--- config.mk ---
export PLATFORM = sky130hd
export DESIGN_NAME = wash_cycle_controller
export DESIGN_NICKNAME = d
export VERILOG_FILES = /design/src/rtl/wash_cycle_controller_pkg.sv /design/src/rtl/wcc_phase_counter.sv /design/src/rtl/wash_cycle_controller.sv
export SDC_FILE = /design/constraint.sdc
export NUM_CORES = 1
export LEC_CHECK = 0
export ABC_AREA = 1
export CORE_ASPECT_RATIO = 0.8
export CORE_MARGIN = 4
export CORE_UTILIZATION = 45
export DETAILED_ROUTE_END_ITERATION = 10
export DONT_BUFFER_PORTS = 1
export GPL_TIMING_DRIVEN = 0
export PLACE_DENSITY = 0.7
export SYNTH_ARGS = -nofsm -noshare
export SYNTH_HDL_FRONTEND = slang
export SYNTH_SLANG_ARGS = --single-unit
--- constraint.sdc ---
create_clock -name clk -period 4.7 [get_ports clk]
set_clock_uncertainty 0.1 [all_clocks]
set_input_delay 0.94 -clock clk [delete_from_list [all_inputs] [get_ports clk]]
set_output_delay 0.94 -clock clk [all_outputs]
set_load 0.02 [all_outputs]
--- src/rtl/wash_cycle_controller_pkg.sv ---
// Shared definitions for the washing-machine sequencer and its timer interface.
// Contents: phase encodings (also used by the multi-phase timer), 4-bit state
// encoding, default programme constants and small state-classification helpers.
package wash_cycle_controller_pkg;

  localparam int unsigned FILL_TIMEOUT_DEF = 500;
  localparam int unsigned DRAIN_CYCLES_DEF = 64;
  localparam int unsigned GUARD_CYCLES_DEF = 2;

  typedef enum logic [1:0] {
    PH_SOAK  = 2'b00,
    PH_WASH  = 2'b01,
    PH_RINSE = 2'b10,
    PH_SPIN  = 2'b11
  } phase_e;

  typedef enum logic [3:0] {
    ST_IDLE   = 4'd0,
    ST_FILL1  = 4'd1,
    ST_SOAK   = 4'd2,
    ST_WASH   = 4'd3,
    ST_DRAIN1 = 4'd4,
    ST_FILL2  = 4'd5,
    ST_RINSE  = 4'd6,
    ST_DRAIN2 = 4'd7,
    ST_SPIN   = 4'd8,
    ST_DONE   = 4'd9,
    ST_ERROR  = 4'd10
  } state_e;

  // Phases that run against the external timer.
  function automatic logic is_timed(input state_e s);
    return s inside {ST_SOAK, ST_WASH, ST_RINSE, ST_SPIN};
  endfunction

  // States in which the door is locked and hold (pause / door open) applies.
  function automatic logic is_active(input state_e s);
    return !(s inside {ST_IDLE, ST_DONE, ST_ERROR});
  endfunction

  function automatic logic is_fill(input state_e s);
    return s inside {ST_FILL1, ST_FILL2};
  endfunction

  function automatic logic is_drain(input state_e s);
    return s inside {ST_DRAIN1, ST_DRAIN2};
  endfunction

  function automatic phase_e phase_of(input state_e s);
    case (s)
      ST_WASH:  return PH_WASH;
      ST_RINSE: return PH_RINSE;
      ST_SPIN:  return PH_SPIN;
      default:  return PH_SOAK;
    endcase
  endfunction

endpackage

--- src/rtl/wcc_phase_counter.sv ---
// Loadable down-counter with hold, shared by the fill watchdog and drain timer.
// Ports:
//   clk, rst_n   clock, async active-low reset
//   load_i       load load_val_i this cycle (overrides hold)
//   load_val_i   number of counted cycles until last_o
//   hold_i       freeze the count
//   last_o       registered; high while the count equals 1 (final counted cycle)
module wcc_phase_counter #(
  parameter int unsigned W = 10
) (
  input  logic         clk,
  input  logic         rst_n,
  input  logic         load_i,
  input  logic [W-1:0] load_val_i,
  input  logic         hold_i,
  output logic         last_o
);

  logic [W-1:0] cnt_q, cnt_d;

  // Next count: load wins, otherwise decrement toward zero unless held.
  always_comb begin
    cnt_d = cnt_q;
    if (load_i) begin
      cnt_d = load_val_i;
    end else if (!hold_i && (cnt_q != '0)) begin
      cnt_d = cnt_q - W'(1);
    end
  end

  always_ff @(posedge clk or negedge rst_n) begin
    if (!rst_n) begin
      cnt_q  <= '0;
      last_o <= 1'b0;
    end else begin
      cnt_q  <= cnt_d;
      last_o <= (cnt_d == W'(1));
    end
  end

endmodule

--- src/rtl/wash_cycle_controller.sv ---
// Washing-machine programme sequencer: FILL1, SOAK, WASH, DRAIN1, FILL2, RINSE,
// DRAIN2, SPIN, DONE with an ERROR state for fill timeout. Drives the
// multi-phase timer and all actuators; every output is registered.
// Ports:
//   clk, rst_n                 clock, async active-low reset
//   start_btn                  start level (rising edge detected internally)
//   door_closed, water_full    sensors
//   pause                      panel pause level
//   timer_done                 timer phase-expired flag
//   phase_sel, timer_enable,
//   timer_start                timer control (start is a one-cycle entry pulse)
//   water_valve, drain_pump,
//   motor_on, motor_spin,
//   door_lock                  actuators
//   cycle_done, fault          status
//   state_out                  current state encoding
module wash_cycle_controller
  import wash_cycle_controller_pkg::*;
#(
  parameter int unsigned FILL_TIMEOUT = FILL_TIMEOUT_DEF,
  parameter int unsigned DRAIN_CYCLES = DRAIN_CYCLES_DEF,
  parameter int unsigned GUARD_CYCLES = GUARD_CYCLES_DEF
) (
  input  logic       clk,
  input  logic       rst_n,
  input  logic       start_btn,
  input  logic       door_closed,
  input  logic       water_full,
  input  logic       pause,
  input  logic       timer_done,
  output logic [1:0] phase_sel,
  output logic       timer_enable,
  output logic       timer_start,
  output logic       water_valve,
  output logic       drain_pump,
  output logic       motor_on,
  output logic       motor_spin,
  output logic       door_lock,
  output logic       cycle_done,
  output logic       fault,
  output logic [3:0] state_out
);

  localparam int unsigned CNT_MAX = (FILL_TIMEOUT > DRAIN_CYCLES) ? FILL_TIMEOUT : DRAIN_CYCLES;
  localparam int unsigned CNT_W   = $clog2(CNT_MAX + 1);
  localparam int unsigned GRD_W   = $clog2(GUARD_CYCLES + 2);

  state_e           state_q, state_d;
  logic             start_q;
  logic [GRD_W-1:0] guard_q, guard_d;

  logic             start_edge_c;
  logic             hold_c;
  logic             out_hold_c;
  logic             state_entry_c;
  logic             phase_go_c;
  logic             cnt_load_c;
  logic             cnt_hold_c;
  logic [CNT_W-1:0] cnt_val_c;
  logic             cnt_last;

  logic [1:0] phase_sel_d;
  logic       timer_enable_d, timer_start_d, water_valve_d, drain_pump_d;
  logic       motor_on_d, motor_spin_d, door_lock_d, cycle_done_d, fault_d;

  assign start_edge_c = start_btn & ~start_q;
  // Hold freezes the programme only while a cycle is actually running.
  assign hold_c       = (pause | ~door_closed) & is_active(state_q);
  // A stale timer_done is ignored until the guard window after entry has run out.
  assign phase_go_c   = ~hold_c & (guard_q == '0) & timer_done;

  // Next-state logic.
  always_comb begin
    state_d = state_q;
    case (state_q)
      ST_IDLE:   if (start_edge_c && door_closed) state_d = ST_FILL1;
      ST_FILL1: begin
        if (!hold_c) begin
          if (water_full)    state_d = ST_SOAK;
          else if (cnt_last) state_d = ST_ERROR;
        end
      end
      ST_SOAK:   if (phase_go_c) state_d = ST_WASH;
      ST_WASH:   if (phase_go_c) state_d = ST_DRAIN1;
      ST_DRAIN1: if (!hold_c && cnt_last) state_d = ST_FILL2;
      ST_FILL2: begin
        if (!hold_c) begin
          if (water_full)    state_d = ST_RINSE;
          else if (cnt_last) state_d = ST_ERROR;
        end
      end
      ST_RINSE:  if (phase_go_c) state_d = ST_DRAIN2;
      ST_DRAIN2: if (!hold_c && cnt_last) state_d = ST_SPIN;
      ST_SPIN:   if (phase_go_c) state_d = ST_DONE;
      ST_DONE:   if (!door_closed || start_edge_c) state_d = ST_IDLE;
      ST_ERROR:  if (start_edge_c) state_d = ST_IDLE;
      default:   state_d = ST_IDLE;
    endcase
  end

  assign state_entry_c = (state_d != state_q);

  // Guard window: reloaded on timed-phase entry, counts down only while running.
  always_comb begin
    guard_d = guard_q;
    if (state_entry_c && is_timed(state_d)) begin
      guard_d = GRD_W'(GUARD_CYCLES);
    end else if (is_timed(state_q) && !hold_c && (guard_q != '0)) begin
      guard_d = guard_q - GRD_W'(1);
    end
  end

  // Shared counter: fill watchdog in FILL states, fixed duration in DRAIN states.
  assign cnt_load_c = state_entry_c & (is_fill(state_d) | is_drain(state_d));
  assign cnt_val_c  = is_fill(state_d) ? CNT_W'(FILL_TIMEOUT) : CNT_W'(DRAIN_CYCLES);
  assign cnt_hold_c = hold_c | ~(is_fill(state_q) | is_drain(state_q));

  wcc_phase_counter #(
    .W (CNT_W)
  ) u_phase_counter (
    .clk        (clk),
    .rst_n      (rst_n),
    .load_i     (cnt_load_c),
    .load_val_i (cnt_val_c),
    .hold_i     (cnt_hold_c),
    .last_o     (cnt_last)
  );

  // Moore outputs for the state being entered, gated by the current hold inputs.
  always_comb begin
    out_hold_c     = (pause | ~door_closed) & is_active(state_d);
    phase_sel_d    = 2'(PH_SOAK);
    if (is_timed(state_d)) phase_sel_d = 2'(phase_of(state_d));
    timer_start_d  = is_timed(state_d) & state_entry_c;
    timer_enable_d = is_timed(state_d) & ~out_hold_c;
    water_valve_d  = is_fill(state_d) & ~out_hold_c;
    drain_pump_d   = (is_drain(state_d) | (state_d == ST_SPIN)) & ~out_hold_c;
    motor_on_d     = ((state_d == ST_WASH) | (state_d == ST_RINSE)) & ~out_hold_c;
    motor_spin_d   = (state_d == ST_SPIN) & ~out_hold_c;
    door_lock_d    = is_active(state_d);
    cycle_done_d   = (state_d == ST_DONE);
    fault_d        = (state_d == ST_ERROR);
  end

  // State, edge detector, guard and output registers.
  always_ff @(posedge clk or negedge rst_n) begin
    if (!rst_n) begin
      state_q      <= ST_IDLE;
      start_q      <= 1'b0;
      guard_q      <= '0;
      phase_sel    <= 2'b00;
      timer_enable <= 1'b0;
      timer_start  <= 1'b0;
      water_valve  <= 1'b0;
      drain_pump   <= 1'b0;
      motor_on     <= 1'b0;
      motor_spin   <= 1'b0;
      door_lock    <= 1'b0;
      cycle_done   <= 1'b0;
      fault        <= 1'b0;
      state_out    <= 4'(ST_IDLE);
    end else begin
      state_q      <= state_d;
      start_q      <= start_btn;
      guard_q      <= guard_d;
      phase_sel    <= phase_sel_d;
      timer_enable <= timer_enable_d;
      timer_start  <= timer_start_d;
      water_valve  <= water_valve_d;
      drain_pump   <= drain_pump_d;
      motor_on     <= motor_on_d;
      motor_spin   <= motor_spin_d;
      door_lock    <= door_lock_d;
      cycle_done   <= cycle_done_d;
      fault        <= fault_d;
      state_out    <= 4'(state_d);
    end
  end

endmodule
Word-level counts from Yosys, hierarchy flattened
Cells that the tools add are included.
{"block": "classes", "addsub": 2, "n_eq_ne": 22, "muxes": 22, "n_bitwise": 23, "reduce_logical": 26}
{"operator": "$mux W4", "n": 14}
{"operator": "$pmux W4 S11", "n": 1}
{"operator": "$eq A4 B3 Y1 const B", "n": 8}
{"operator": "$mux W9", "n": 3}
{"operator": "$eq A4 B4 Y1 const B", "n": 6}
{"operator": "$eq A4 B2 Y1 const B", "n": 4}
{"operator": "$and A1 B1 Y1", "n": 12}
{"operator": "$reduce_bool A2 Y1", "n": 6}
{"operator": "$eq A9 B1 Y1 const B", "n": 1}
{"operator": "$reduce_bool A9 Y1", "n": 1}
{"operator": "$sub A9 B1 Y9 const B", "n": 1}
{"operator": "$eq A4 B1 Y1 const B", "n": 2}
{"operator": "$logic_not A4 Y1", "n": 2}
{"operator": "$reduce_bool A4 Y1", "n": 2}
{"operator": "$logic_and A1 B1 Y1", "n": 6}
{"operator": "$mux W2", "n": 3}
{"operator": "$or A1 B1 Y1", "n": 6}
{"operator": "$pmux W2 S3", "n": 1}
{"operator": "$reduce_bool A3 Y1", "n": 2}
{"operator": "$logic_not A1 Y1", "n": 5}
{"operator": "$not A1 Y1", "n": 5}
{"operator": "$ne A4 B4 Y1", "n": 1}
{"operator": "$logic_not A2 Y1", "n": 1}
{"operator": "$sub A2 B1 Y2 const B", "n": 1}
{"operator": "$logic_or A1 B1 Y1", "n": 1}
{"block": "word_totals", "register_bits": 28, "input_bits": 7, "out_inout_bits": 15, "word_cells": 110}

Longest topological paths before layout
{"block": "depth", "depth_word": 15, "ltp_mapped": 17, "mapped_depth_nobuf": 17}

By module
Synthesis repeated with hierarchy kept, for this count alone.
{"block": "unflattened", "cells_unflattened": 263, "hier_area_um2": 1946.9}
{"module": "wash_cycle_controller", "n_inst": 1, "cells_per_inst": 163, "area_each_um2": 1233.7}
{"module": "wcc_phase_counter", "n_inst": 1, "cells_per_inst": 100, "area_each_um2": 713.2}

Worst setup path after synthesis
OpenSTA, ideal clock, no wires.
{"block": "synth_timing", "path_type": "in2reg", "start": "input door_closed", "end": "register guard_q[1]", "setup_time_ns": 0.136, "arrival_ns": 2.280, "slack_ns": 2.184, "cell_stages": 15, "path_buffers": 1, "path_cell_list": "inv_1 nor2_1 nor2_2 nand2_2 buf_6 nand3_1 nand2_2 nor2_4 inv_2 nor2_2 nand2_1 nand3_2 nand2_2 nand3_1 o211ai_1"}
{"block": "synth_between", "elab_chain_cells": 12}
{"element": "start: declaration", "line": "wash_cycle_controller.sv:27", "rtl": "input logic door_closed,"}
{"element": "$not A1 Y1", "line": "wash_cycle_controller.sv:68", "rtl": "assign hold_c = (pause | ~door_closed) & is_active(state_q);"}
{"element": "$or A1 B1 Y1", "line": "wash_cycle_controller.sv:68"}
{"element": "$and A1 B1 Y1", "line": "wash_cycle_controller.sv:68"}
{"element": "$not A1 Y1", "line": "wash_cycle_controller.sv:70", "rtl": "assign phase_go_c = ~hold_c & (guard_q == '0) & timer_done;"}
{"element": "$and A1 B1 Y1 (2 in series)", "line": "wash_cycle_controller.sv:70"}
{"element": "$mux W4 (on tied branches)"}
{"element": "$pmux W4 S11 (*)", "line": "wash_cycle_controller.sv:75", "rtl": "case (state_q)"}
{"element": "named net state_d[3]", "line": "wash_cycle_controller.sv:48", "rtl": "state_e state_q, state_d;"}
{"element": "$eq A4 B2 Y1, or another cell as far along", "line": "wash_cycle_controller_pkg.sv:33", "rtl": "return s inside {ST_SOAK, ST_WASH, ST_RINSE, ST_SPIN};"}
{"element": "$reduce_bool A4 Y1", "line": "wash_cycle_controller_pkg.sv:33"}
{"element": "$logic_and A1 B1 Y1 (*)", "line": "wash_cycle_controller.sv:106", "rtl": "if (state_entry_c && is_timed(state_d)) begin"}
{"element": "$mux W2 / $reduce_bool A2 Y1 (equally long branches)"}
{"element": "end signal: assignment", "line": "wash_cycle_controller.sv:165", "rtl": "guard_q <= guard_d;"}
{"element": "end: declaration", "line": "wash_cycle_controller.sv:50", "rtl": "logic [GRD_W-1:0] guard_q, guard_d;"}
The timed path passes the listed nets; every way through them passes the cells marked *.
A chain may end at the register's enable or synchronous reset.

Final worst setup path
{"block": "layout_timing", "start": "register state_q[0]", "end": "register guard_q[1]"}
{"block": "layout_between", "elab_chain_cells": 13}
{"element": "start: declaration", "line": "wash_cycle_controller.sv:48"}
{"element": "start signal: assignment", "line": "wash_cycle_controller.sv:163", "rtl": "state_q <= state_d;"}
{"element": "$eq A4 B4 Y1 / $logic_not A4 Y1 (equally long branches)", "line": "wash_cycle_controller_pkg.sv:38, wash_cycle_controller.sv:75"}
{"element": "$reduce_bool A3 Y1", "line": "wash_cycle_controller_pkg.sv:38", "rtl": "return !(s inside {ST_IDLE, ST_DONE, ST_ERROR});"}
{"element": "$logic_not A1 Y1", "line": "wash_cycle_controller_pkg.sv:38"}
{"element": "$and A1 B1 Y1", "line": "wash_cycle_controller.sv:68"}
{"element": "$not A1 Y1", "line": "wash_cycle_controller.sv:70"}
{"element": "$and A1 B1 Y1 (2 in series)", "line": "wash_cycle_controller.sv:70"}
{"element": "$mux W4 (on tied branches)"}
{"element": "$pmux W4 S11 (*)", "line": "wash_cycle_controller.sv:75"}
{"element": "named net state_d[1]", "line": "wash_cycle_controller.sv:48"}
{"element": "$eq A4 B2 Y1, or another cell as far along", "line": "wash_cycle_controller_pkg.sv:33"}
{"element": "$reduce_bool A4 Y1", "line": "wash_cycle_controller_pkg.sv:33"}
{"element": "$logic_and A1 B1 Y1 (*)", "line": "wash_cycle_controller.sv:106"}
{"element": "$mux W2 / $reduce_bool A2 Y1 (equally long branches)"}
Marks and branches as above.

==> metrics.md <==
| Metric | Value |
|---|---|
| Core outline area | 3800 sq um |
| Die width | 78.1 microns |
| Reg2Reg Setup Slack | 2.18 ns |
| Setup TNS | 0 ns |
| DIE AREA | 5010 sq um |
| Nets | 242 |
| RSZ-0062 raised after global routing | false |
| Worst Setup SP | state_q[0]$_DFF_PN0_ |
| Maximum VDD drop | 0.444 mV |
| Layout cell share with drive strength beyond 1 | 0.198 |
| Synth Cell Area | 1770 sq um |
| Max Fclk | 397 MHz |
| Die Span Y | 64.1 microns |
| Yosys warns | 0 |
| Final hold violation count | 0 |
| CP startpoint kind | flop |
| Syn_area_per_cell | 7.77 sq um |
| Root buffer cell | clkbuf_8 |
| R2R Path Start | state_q[0]$_DFF_PN0_ |
| Fin Hold WS | 0.256 ns |
| CTS max path bufs | 2 |
| CP required | 4.74 ns |
| Design Power | 1320 uW |
| H-tree Lvls | 1 |
| Syn_nets | 237 |
| Critical path class | flop to flop |
| Worst hold path class | input port to asynchronous set/reset pin |
| CP arrival | 2.56 ns |
| CTS tree | yes |
| Dpl ws | 1.90 ns |
| Cell variety after synth | 29 |
| Vias in the first global route | 1343 |
| Post-layout instance area | 1890 sq um |
| Pin count of the biggest net entering global routing | 29 |
| Initial DRC count | 99 |
| Final WL | 3.50 mm |
| Cts bufs inserted | 3 |
| Synthesis-to-finish area growth | 7.00% |
| Fillers | 374 |
| DR vias/cell | 4.80 |
| Status | completed |
| Total global-route track usage | 0.150 |
| Seq/Total Area, Yosys | 0.396 |
| Grt total ovfl | 0 |
| Syn Inst Count | 228 |
| Clk Latency, worst-skew pair | 0.27 ns |
| Via count | 1377 |
| Worst slew pin tran | 0.433 ns |
| CP endpoint kind | flop |
| RePlAce Congestion | 0.887 |
| Sequential cell area | 701 sq um |
| LEAKAGE | 0.00105 uW |
| Register bit total from synthesis | 28 |
| Worst Path Max Fanout | 10 |
| First-pass GRT wire length | 6.05 mm |
| Power Dens Cells | 699 nW/um^2 |
| Reg clk slew, reported paths | 0.09 ns |
| Worst reg2reg path depth | 15 |
| Min Clock Period, post-route | 2.52 ns |
| 1st-pass router iterations | 5 |
| DR WL/cell | 12.2 microns |
| Max_slew headroom | 0.708 |
| Hold_buf cts | 0 |
| PortBufs | 0 |
| Max-slew violation count | 0 |
| DRC viols | 0 |
| Initial antenna violation count | 0 |
| Max Cap Viol | 0 |
| Initial cell density of the core | 0.465 |
| Final setup viols | 0 |
| I/O Pins | 22 |
| Final worst setup slack | 2.18 ns |
| Multi-input gate area | 890 sq um |
| Row count | 20 |
| Final period util | 0.536 |
| Area after DPL | 1840 sq um |
| Setup bufs post-CTS | 0 |
| Antenna-violating nets left | 0 |
| Reg-to-reg endpoint | guard_q[1]$_DFFE_PN0P_ |
| Clk sinks | 28 |
| Antenna cell count | 0 |
| Resized cells post-CTS | 0 |
| Commonest cells after routing, fill and taps aside | inv_1, nand2_1, dfrtp_1, nor2_1, nand3_1 |
| Post-DP HPWL | 2.84 mm |
## flip-flops by register name, indices dropped and copies added (netlist names)
name and count:
cycle_done 1, door_lock 1, drain_pump 1, fault 1, guard_q 2, motor_on 1
motor_spin 1, phase_sel 2, start_q 1, state_q 4, timer_enable 1, timer_start 1
u_phase_counter.cnt_q 9, u_phase_counter.last_o 1, water_valve 1
## cell families after synthesis
kind of cell	count (synthesis)	synth area share
compound gates	23	0.0784
xor+xnor	7	0.0346
fa+ha+maj	2	0.0141
buf+inv	46	0.102
flops	28	0.396
simple gates	122	0.375
## layer usage
metal	up-vias	GRT usage	wire length (microns)
met2	21	0.245	1600
met4	0	0.0240	12
met5	-	0	0
met1	626	0.207	1730
met3	2	0.0366	151
li1	728	-	-
## how the worst max path moves through the flow
stage	to	slack (ns)	depth (start not counted)
after floorplan	guard_q[1]$_DFFE_PN0P_	2.18	15
after global placement	guard_q[1]$_DFFE_PN0P_	1.95	14
after detailed placement	guard_q[1]$_DFFE_PN0P_	1.90	14
after CTS	u_phase_counter.last_o$_DFF_PN0_	2.16	12
after global routing	u_phase_counter.last_o$_DFF_PN0_	1.95	12
final	guard_q[1]$_DFFE_PN0P_	2.18	15
## per-stage QoR
stage	cells	utilization
after global routing	287	0.498
after CTS	287	0.498
after floorplan	228	-
after detailed placement	283	0.484
after global placement	283	0.484
final	287	0.498
## critical path: stages (launching register included)
cell and delay (ns):
dfrtp_1 0.52, inv_2 0.17, nand2_1 0.08, nor2_1 0.17
nor2_2 0.07, nand2_2 0.11, buf_6 0.16, nand2_4 0.07
nand2_4 0.09, nand4_4 0.16, nor2_2 0.19, nand2_1 0.15
nand3_2 0.11, nand2_2 0.07, nand3_1 0.07, o211ai_1 0.09
## Yosys cell counts
cell / count / area, sq um
nand4_1: 4 / 25.0
nand3_2: 6 / 60.1
nor2_4: 3 / 33.8
a31oi_1: 1 / 6.26
o211ai_1: 1 / 7.51
xor2_1: 6 / 52.6
buf_6: 1 / 11.3
o21ai_0: 4 / 20.0
nand2_2: 7 / 43.8
o21ai_2: 1 / 8.76
nand3_4: 1 / 17.5
nor2_1: 25 / 93.8
inv_2: 5 / 18.8
nand2_4: 5 / 56.3
a21oi_2: 4 / 35.0
o22ai_1: 1 / 6.26
nor3_1: 3 / 15.0
nand3_1: 18 / 90.1
o21ai_1: 4 / 20.0
ha_1: 2 / 25.0
inv_1: 40 / 150
a21oi_1: 7 / 35.0
nor2_2: 6 / 37.5
nand3b_1: 1 / 7.51
dfrtp_1: 28 / 701
xnor2_1: 1 / 8.76
nand4_4: 1 / 21.3
nand2_1: 40 / 150
or2_2: 2 / 12.5
## layout make-up
cell class	instances	share of cell area
multi-input combinational	154	0.470
sequential	28	0.370
inverter	45	0.0892
tap	55	0.0363
clock buffer	4	0.0291
buffer	1	0.00594
## where the power goes
group	switching (uW)	internal [uW]
Combinational	503	260
Clock	66.8	74.8
Sequential	95.6	324
Power figures use the tool's default switching activity.
